==> src/rtl/regfile_dump_if.sv <==
// regfile_dump_if: output beat stream of the register file dumper.
//
// Handshake: a beat transfers on a rising clk edge where out_valid and
// out_ready are both high. Once out_valid is raised, out_data, out_index and
// out_last hold steady until that transfer. out_valid never waits on
// out_ready. out_ready may stay low for any number of cycles.
//
// Signals:
//   out_valid  master->slave  beat present
//   out_ready  slave->master  beat accepted when high with out_valid
//   out_data   master->slave  register contents
//   out_index  master->slave  register number of out_data
//   out_last   master->slave  final beat of the dump
interface regfile_dump_if #(
  parameter int ADDR_W = 5,
  parameter int DATA_W = 32
);
  logic              out_valid;
  logic              out_ready;
  logic [DATA_W-1:0] out_data;
  logic [ADDR_W-1:0] out_index;
  logic              out_last;

  modport master (
    output out_valid,
    output out_data,
    output out_index,
    output out_last,
    input  out_ready
  );

  modport slave (
    input  out_valid,
    input  out_data,
    input  out_index,
    input  out_last,
    output out_ready
  );
endinterface

==> src/rtl/regfile_dump.sv <==
// regfile_dump: walks the register file read port from register 0 up to
// NUM_REGS-1 and streams each word out as one beat.
//
// Optional feature macro: REGFILE_DUMP_CHECKSUM_EN adds a checksum output
// holding the running XOR of every accepted beat.
//
// Ports:
//   clk        rising-edge clock
//   reset      asynchronous active-low reset
//   start      one-cycle dump request; only looked at in IDLE
//   busy       high in READ and SEND
//   done       one-cycle pulse after the final beat is accepted
//   rd_addr    register file read address
//   rd_data    combinational register file read data for rd_addr
//   out        beat stream (regfile_dump_if master)
//   checksum   running XOR of accepted beats (macro builds only)
//   dbg_state  current FSM state: 0 IDLE, 1 READ, 2 SEND, 3 DONE
module regfile_dump #(
  parameter int NUM_REGS = 32,
  parameter int ADDR_W   = 5,
  parameter int DATA_W   = 32
) (
  input  logic              clk,
  input  logic              reset,
  input  logic              start,
  output logic              busy,
  output logic              done,
  output logic [ADDR_W-1:0] rd_addr,
  input  logic [DATA_W-1:0] rd_data,
  regfile_dump_if.master    out,
`ifdef REGFILE_DUMP_CHECKSUM_EN
  output logic [DATA_W-1:0] checksum,
`endif
  output logic [1:0]        dbg_state
);

  typedef enum logic [1:0] {
    IDLE = 2'd0,
    READ = 2'd1,
    SEND = 2'd2,
    DONE = 2'd3
  } state_t;

  localparam logic [ADDR_W-1:0] LAST_IDX = ADDR_W'(NUM_REGS - 1);

  state_t            state;
  logic [ADDR_W-1:0] idx;

  assign dbg_state = state;

  // rd_addr is registered: it is loaded with the index of the coming READ
  // on the edge that enters READ, so it is valid throughout that cycle.
  always_ff @(posedge clk or negedge reset) begin
    if (!reset) begin
      state         <= IDLE;
      idx           <= '0;
      busy          <= 1'b0;
      done          <= 1'b0;
      rd_addr       <= '0;
      out.out_valid <= 1'b0;
      out.out_data  <= '0;
      out.out_index <= '0;
      out.out_last  <= 1'b0;
`ifdef REGFILE_DUMP_CHECKSUM_EN
      checksum      <= '0;
`endif
    end else begin
      done <= 1'b0;
      case (state)
        IDLE: begin
          rd_addr <= '0;
          if (start) begin
            idx   <= '0;
            busy  <= 1'b1;
            state <= READ;
`ifdef REGFILE_DUMP_CHECKSUM_EN
            checksum <= '0;
`endif
          end
        end
        READ: begin
          out.out_data  <= rd_data;
          out.out_index <= idx;
          out.out_last  <= (idx == LAST_IDX);
          out.out_valid <= 1'b1;
          state         <= SEND;
        end
        SEND: begin
          if (out.out_valid && out.out_ready) begin
            out.out_valid <= 1'b0;
            out.out_last  <= 1'b0;
`ifdef REGFILE_DUMP_CHECKSUM_EN
            checksum <= checksum ^ out.out_data;
`endif
            if (idx == LAST_IDX) begin
              // The index stops here; there is no beat past the last register.
              busy    <= 1'b0;
              done    <= 1'b1;
              rd_addr <= '0;
              state   <= DONE;
            end else begin
              idx     <= idx + 1'b1;
              rd_addr <= idx + 1'b1;
              state   <= READ;
            end
          end
        end
        DONE: begin
          // start is not looked at here, so a request in this cycle is lost.
          state <= IDLE;
        end
        default: state <= IDLE;
      endcase
    end
  end

endmodule

==> src/flat_wrapper.sv <==
// flat-port wrapper written by rule: the top's interface ports become plain ports
module regfile_dump_flat 
#(
  parameter int NUM_REGS = 32,
  parameter int ADDR_W   = 5,
  parameter int DATA_W   = 32
)
  (clk, reset, start, busy, done, rd_addr, rd_data, dbg_state, out_out_valid, out_out_data, out_out_index, out_out_last, out_out_ready);
  regfile_dump_if #(.ADDR_W(ADDR_W), .DATA_W(DATA_W)) out_i ();
  input  logic clk;
  input  logic reset;
  input  logic start;
  output logic busy;
  output logic done;
  output logic [ADDR_W-1:0] rd_addr;
  input  logic [DATA_W-1:0] rd_data;
  output logic [1:0] dbg_state;
  output wire logic [$bits(out_i.out_valid)-1:0] out_out_valid;
  output wire logic [$bits(out_i.out_data)-1:0] out_out_data;
  output wire logic [$bits(out_i.out_index)-1:0] out_out_index;
  output wire logic [$bits(out_i.out_last)-1:0] out_out_last;
  input wire logic [$bits(out_i.out_ready)-1:0] out_out_ready;
  assign out_out_valid = out_i.out_valid;
  assign out_out_data = out_i.out_data;
  assign out_out_index = out_i.out_index;
  assign out_out_last = out_i.out_last;
  assign out_i.out_ready = out_out_ready;
  regfile_dump #(.NUM_REGS(NUM_REGS), .ADDR_W(ADDR_W), .DATA_W(DATA_W)) u_core (.clk(clk), .reset(reset), .start(start), .busy(busy), .done(done), .rd_addr(rd_addr), .rd_data(rd_data), .out(out_i), .dbg_state(dbg_state));
endmodule
==> config.mk <==
export PLATFORM = sky130hd
export DESIGN_NAME = regfile_dump_flat
export DESIGN_NICKNAME = d
export VERILOG_FILES = /design/src/rtl/regfile_dump_if.sv /design/src/rtl/regfile_dump.sv /design/src/flat_wrapper.sv
export SDC_FILE = /design/constraint.sdc
export NUM_CORES = 1
export LEC_CHECK = 0
export BUFFER_PORTS_ARGS = -buffer_cell sky130_fd_sc_hd__buf_2
export CORE_MARGIN = 1
export CORE_UTILIZATION = 40
export CTS_BUF_LIST = sky130_fd_sc_hd__clkbuf_8 sky130_fd_sc_hd__clkbuf_16
export DETAILED_ROUTE_END_ITERATION = 10
export GPL_TIMING_DRIVEN = 0
export PLACE_DENSITY = 0.67
export SLEW_MARGIN = 30
export SYNTH_ARGS = -nofsm -noshare
export SYNTH_HDL_FRONTEND = slang
export SYNTH_SLANG_ARGS = --single-unit
export TNS_END_PERCENT = 1
==> constraint.sdc <==
create_clock -name clk -period 3.8 [get_ports clk]
set_input_delay 0.19 -clock clk [delete_from_list [all_inputs] [get_ports clk]]
set_output_delay 0.19 -clock clk [all_outputs]
set_load 0.005 [all_outputs]
==> results.py <==
metrics = {
    "status": {
        "status": "finished clean",
    },
    "sta": {
        "rsz0062_at_grt": "false",
        "setup_tns_ps": 0,
        "fmax_mhz": 509.8,
        "setup_viol": 0,
        "period_needed_ps": 1962,
        "worst_pin_slew_ps": 642.5,
        "finalHoldViolations": 0,
        "fin_skew_ps": 10.70,
        "drv_slew": 0,
        "slew_headroom": 0.5717,
        "min_period_over_period": 0.5162,
        "fin_hold_ws_ps": 107.5,
    },
    "placed_design": {
        "dpl_cell_area_mm2": 0.002690,
        "dp_cells": 304,
        "place_congestion": 0.7537,
        "port_buffers": 83,
        "dp_hpwl_um": 3073,
    },
    "setup_path": {
        "cpPeakStageDelay_ps": 440,
        "crit_path_end_kind": "flop",
        "cp_slowest_cell": "dfrtp_1",
        "path_common_cell": "ha_1",
        "crit_fanout": 6,
        "cp.arrival_ps": 2160,
        "path_class": "flop to flop",
        "crit_path_cell_trace": "ha_1, and3_1, ha_1, nand3b_1, a21o_1, a32o_1",
        "path_delay_family": "adder cells",
        "worstPathRequired_ps": 4000,
        "path_buf_inv": 0,
        "cp-start-kind": "flop",
    },
    "logic_synthesis": {
        "synth_top_area_share": 0.6071,
        "netlist-cell-type-count": 34,
        "ys_top_cells_by_count": "dfrtp_1, mux2_2, nand2_1",
        "seq_area_frac_synth": 0.6071,
        "synth_area_leaders": "dfrtp_1, mux2_2, mux2_4",
        "synth_ff_type": "dfrtp_1",
        "ys_warn_count": 0,
        "synth-edff-count": 0,
        "ys_async_sr_fraction": 1.000,
        "syn-cell-area_mm2": 0.002185,
        "synthesis.nets": 189,
        "yosysTopAreaCell": "dfrtp_1",
        "ys_seq_elements": 53,
        "synth.avg_cell_area_um2": 14.47,
        "syn_inst": 151,
        "synth.most_common_cell": "dfrtp_1",
    },
    "run": {
        "timing.max_cap.violations": 0,
    },
    "layout": {
        "stdcell_count": 313,
        "final_area_mm2": 0.002791,
        "layout.nets": 280,
        "area_growth_pct": 27.78,
        "layout-drive-gt1-share": 0.5638,
        "diodes": 0,
    },
    "cts": {
        "post_cts_resized": 0,
        "cts_buffers": 5,
        "cts_buffer_depth": 2,
        "clk_pin_slew_ps": 100,
        "cts_setup_buffers": 0,
        "cts_root_buffer": "clkbuf_8",
        "cts_max_level": 2,
        "cts.sink_count": 53,
        "cts_tree": "done",
        "insertion_delay_ps": 300,
        "cts_hold_buffers": 1,
    },
    "global_route": {
        "antenna_found_initial": 0,
        "grt_max_degree": 54,
        "grt_pass1_wl_um": 7182,
        "grt-ovfl-total": 0,
        "grt_pass1_vias": 1487,
        "globalRouteTotalUtil": 0.1564,
    },
    "floorplanning": {
        "dieArea_mm2": 0.005761,
        "start_util": 0.4224,
        "core_mm2": 0.005172,
        "fp-row-count": 26,
        "io-pin-count": 84,
        "die_x_um": 75.90,
        "die_y_um": 75.90,
    },
    "hold_path": {
        "hold_class": "input port to flop",
    },
    "drt": {
        "wl_per_cell_um": 13.71,
        "ant_nets": 0,
        "first_pass_iters": 5,
        "num_vias": 1547,
        "drc": 0,
        "dr.first_iter.drc_count": 76,
        "wl_um": 4290,
        "viasPerCell": 4.942,
    },
    "power_and_ir_drop": {
        "power.total_uw": 970.3,
        "pwr_density_cell_mw_per_mm2": 347.6,
        "leakage_uw": 0.001427,
        "vdd_drop_max_uv": 176.5,
    },
}
-- layout by cell type (no fill, tap or decap) --
cell type and count:
clkbuf_8 5, and4bb_2 1, mux2_2 29, buf_6 2, and2_1 1, a21o_1 1, a22oi_1 4, o22ai_1 1
a32o_1 2, nand4b_1 1, nor2_1 1, buf_2 84, dlygate4sd3_1 1, a21boi_0 1, and3b_1 1, nand2_1 9
dfrtp_1 53, o21ai_0 6, ha_1 2, nand3_1 3, mux2_4 8, xor2_1 2, mux2i_1 1, buf_4 3
inv_1 2, o2bb2ai_1 1, and3_1 2, o22a_1 1, o21bai_1 1, nor2b_1 1, clkinvlp_4 3, o211ai_1 1
a21bo_2 1, nand2b_4 1, a21oi_1 5, a31oi_1 1, nand3b_1 1
-- cell families after synthesis --
kind of cell	count (synthesis)	synth area share
and+or+nand+nor	22	0.05899
DFF	53	0.6071
xor gates and xnor gates	2	0.008020
adders and majority gates	2	0.01145
buffers and inverters	8	0.02520
AOI/OAI and AO/OA	26	0.08019
muxes	38	0.2091
-- flip-flops by register name, summed over array words and instances, names as in the netlist --
name	count
u_core.done	1
u_core.dbg_state	2
u_core.rd_addr	5
u_core.out.out_last	1
u_core.busy	1
u_core.idx	5
u_core.out.out_index	5
u_core.out.out_data	32
u_core.out.out_valid	1
-- per-layer routing --
metal  track usage  vias to the layer above  part of all wire  routed length (µm)
met4       0.06346                        0             0.012                  53
met5             0                        -                 0                   0
met2        0.2455                       54              0.47                2002
met3       0.03133                        5             0.051                 218
li1              -                      727                 -                   -
met1        0.2124                      761              0.47                2016
-- final cells by class --
| cell class | instances | area, µm² |
|---|---|---|
| tap | 70 | 87.58 |
| timing repair buffer | 84 | 427.9 |
| clock inverter | 3 | 22.52 |
| buffer | 6 | 47.55 |
| multi-input combinational | 90 | 803.3 |
| clock buffer | 5 | 68.82 |
| fill | 458 | 2381 |
| sequential | 53 | 1326 |
| inverter | 2 | 7.507 |
-- through the flow --
step	util	setup WS [ps]
6_report	0.5397	1838
4_1_cts	0.5397	1848
2_1_floorplan	-	2053
3_5_place_dp	0.5201	1865
3_3_place_gp	0.5196	1851
5_1_grt	0.5397	1732
-- worst register-to-register path, delay by kind of cell, from the launching register on --
| family | cells | cell delay [ps] |
|---|---|---|
| DFF | 1 | 440 |
| and+or+nand+nor | 2 | 440 |
| AOI/OAI and AO/OA | 2 | 460 |
| adders and majority gates | 2 | 530 |
-- where the power goes --
group          leakage (µW)  switching, µW  internal, µW  total [µW]
logic              0.000750           28.5          39.6        68.1
clock network     0.0000364            184           129         314
registers          0.000640           7.68           581         588
-- worst paths after layout --
kind	slack [ps]	cells past startpoint	from	endpoint
max	1840	6	u_core.idx[0]	u_core.idx[1]
min	110	2	rd_data[0]	u_core.out.out_data[0]
max reg2reg	1840	6	u_core.idx[0]	u_core.idx[1]
min reg2reg	510	1	u_core.out.out_index[4]	u_core.out.out_index[4]
max in group asynchronous	2920	2	reset	u_core.out.out_data[23]
min in group asynchronous	450	2	reset	u_core.out.out_data[12]
(Power assumes the default switching activity.)
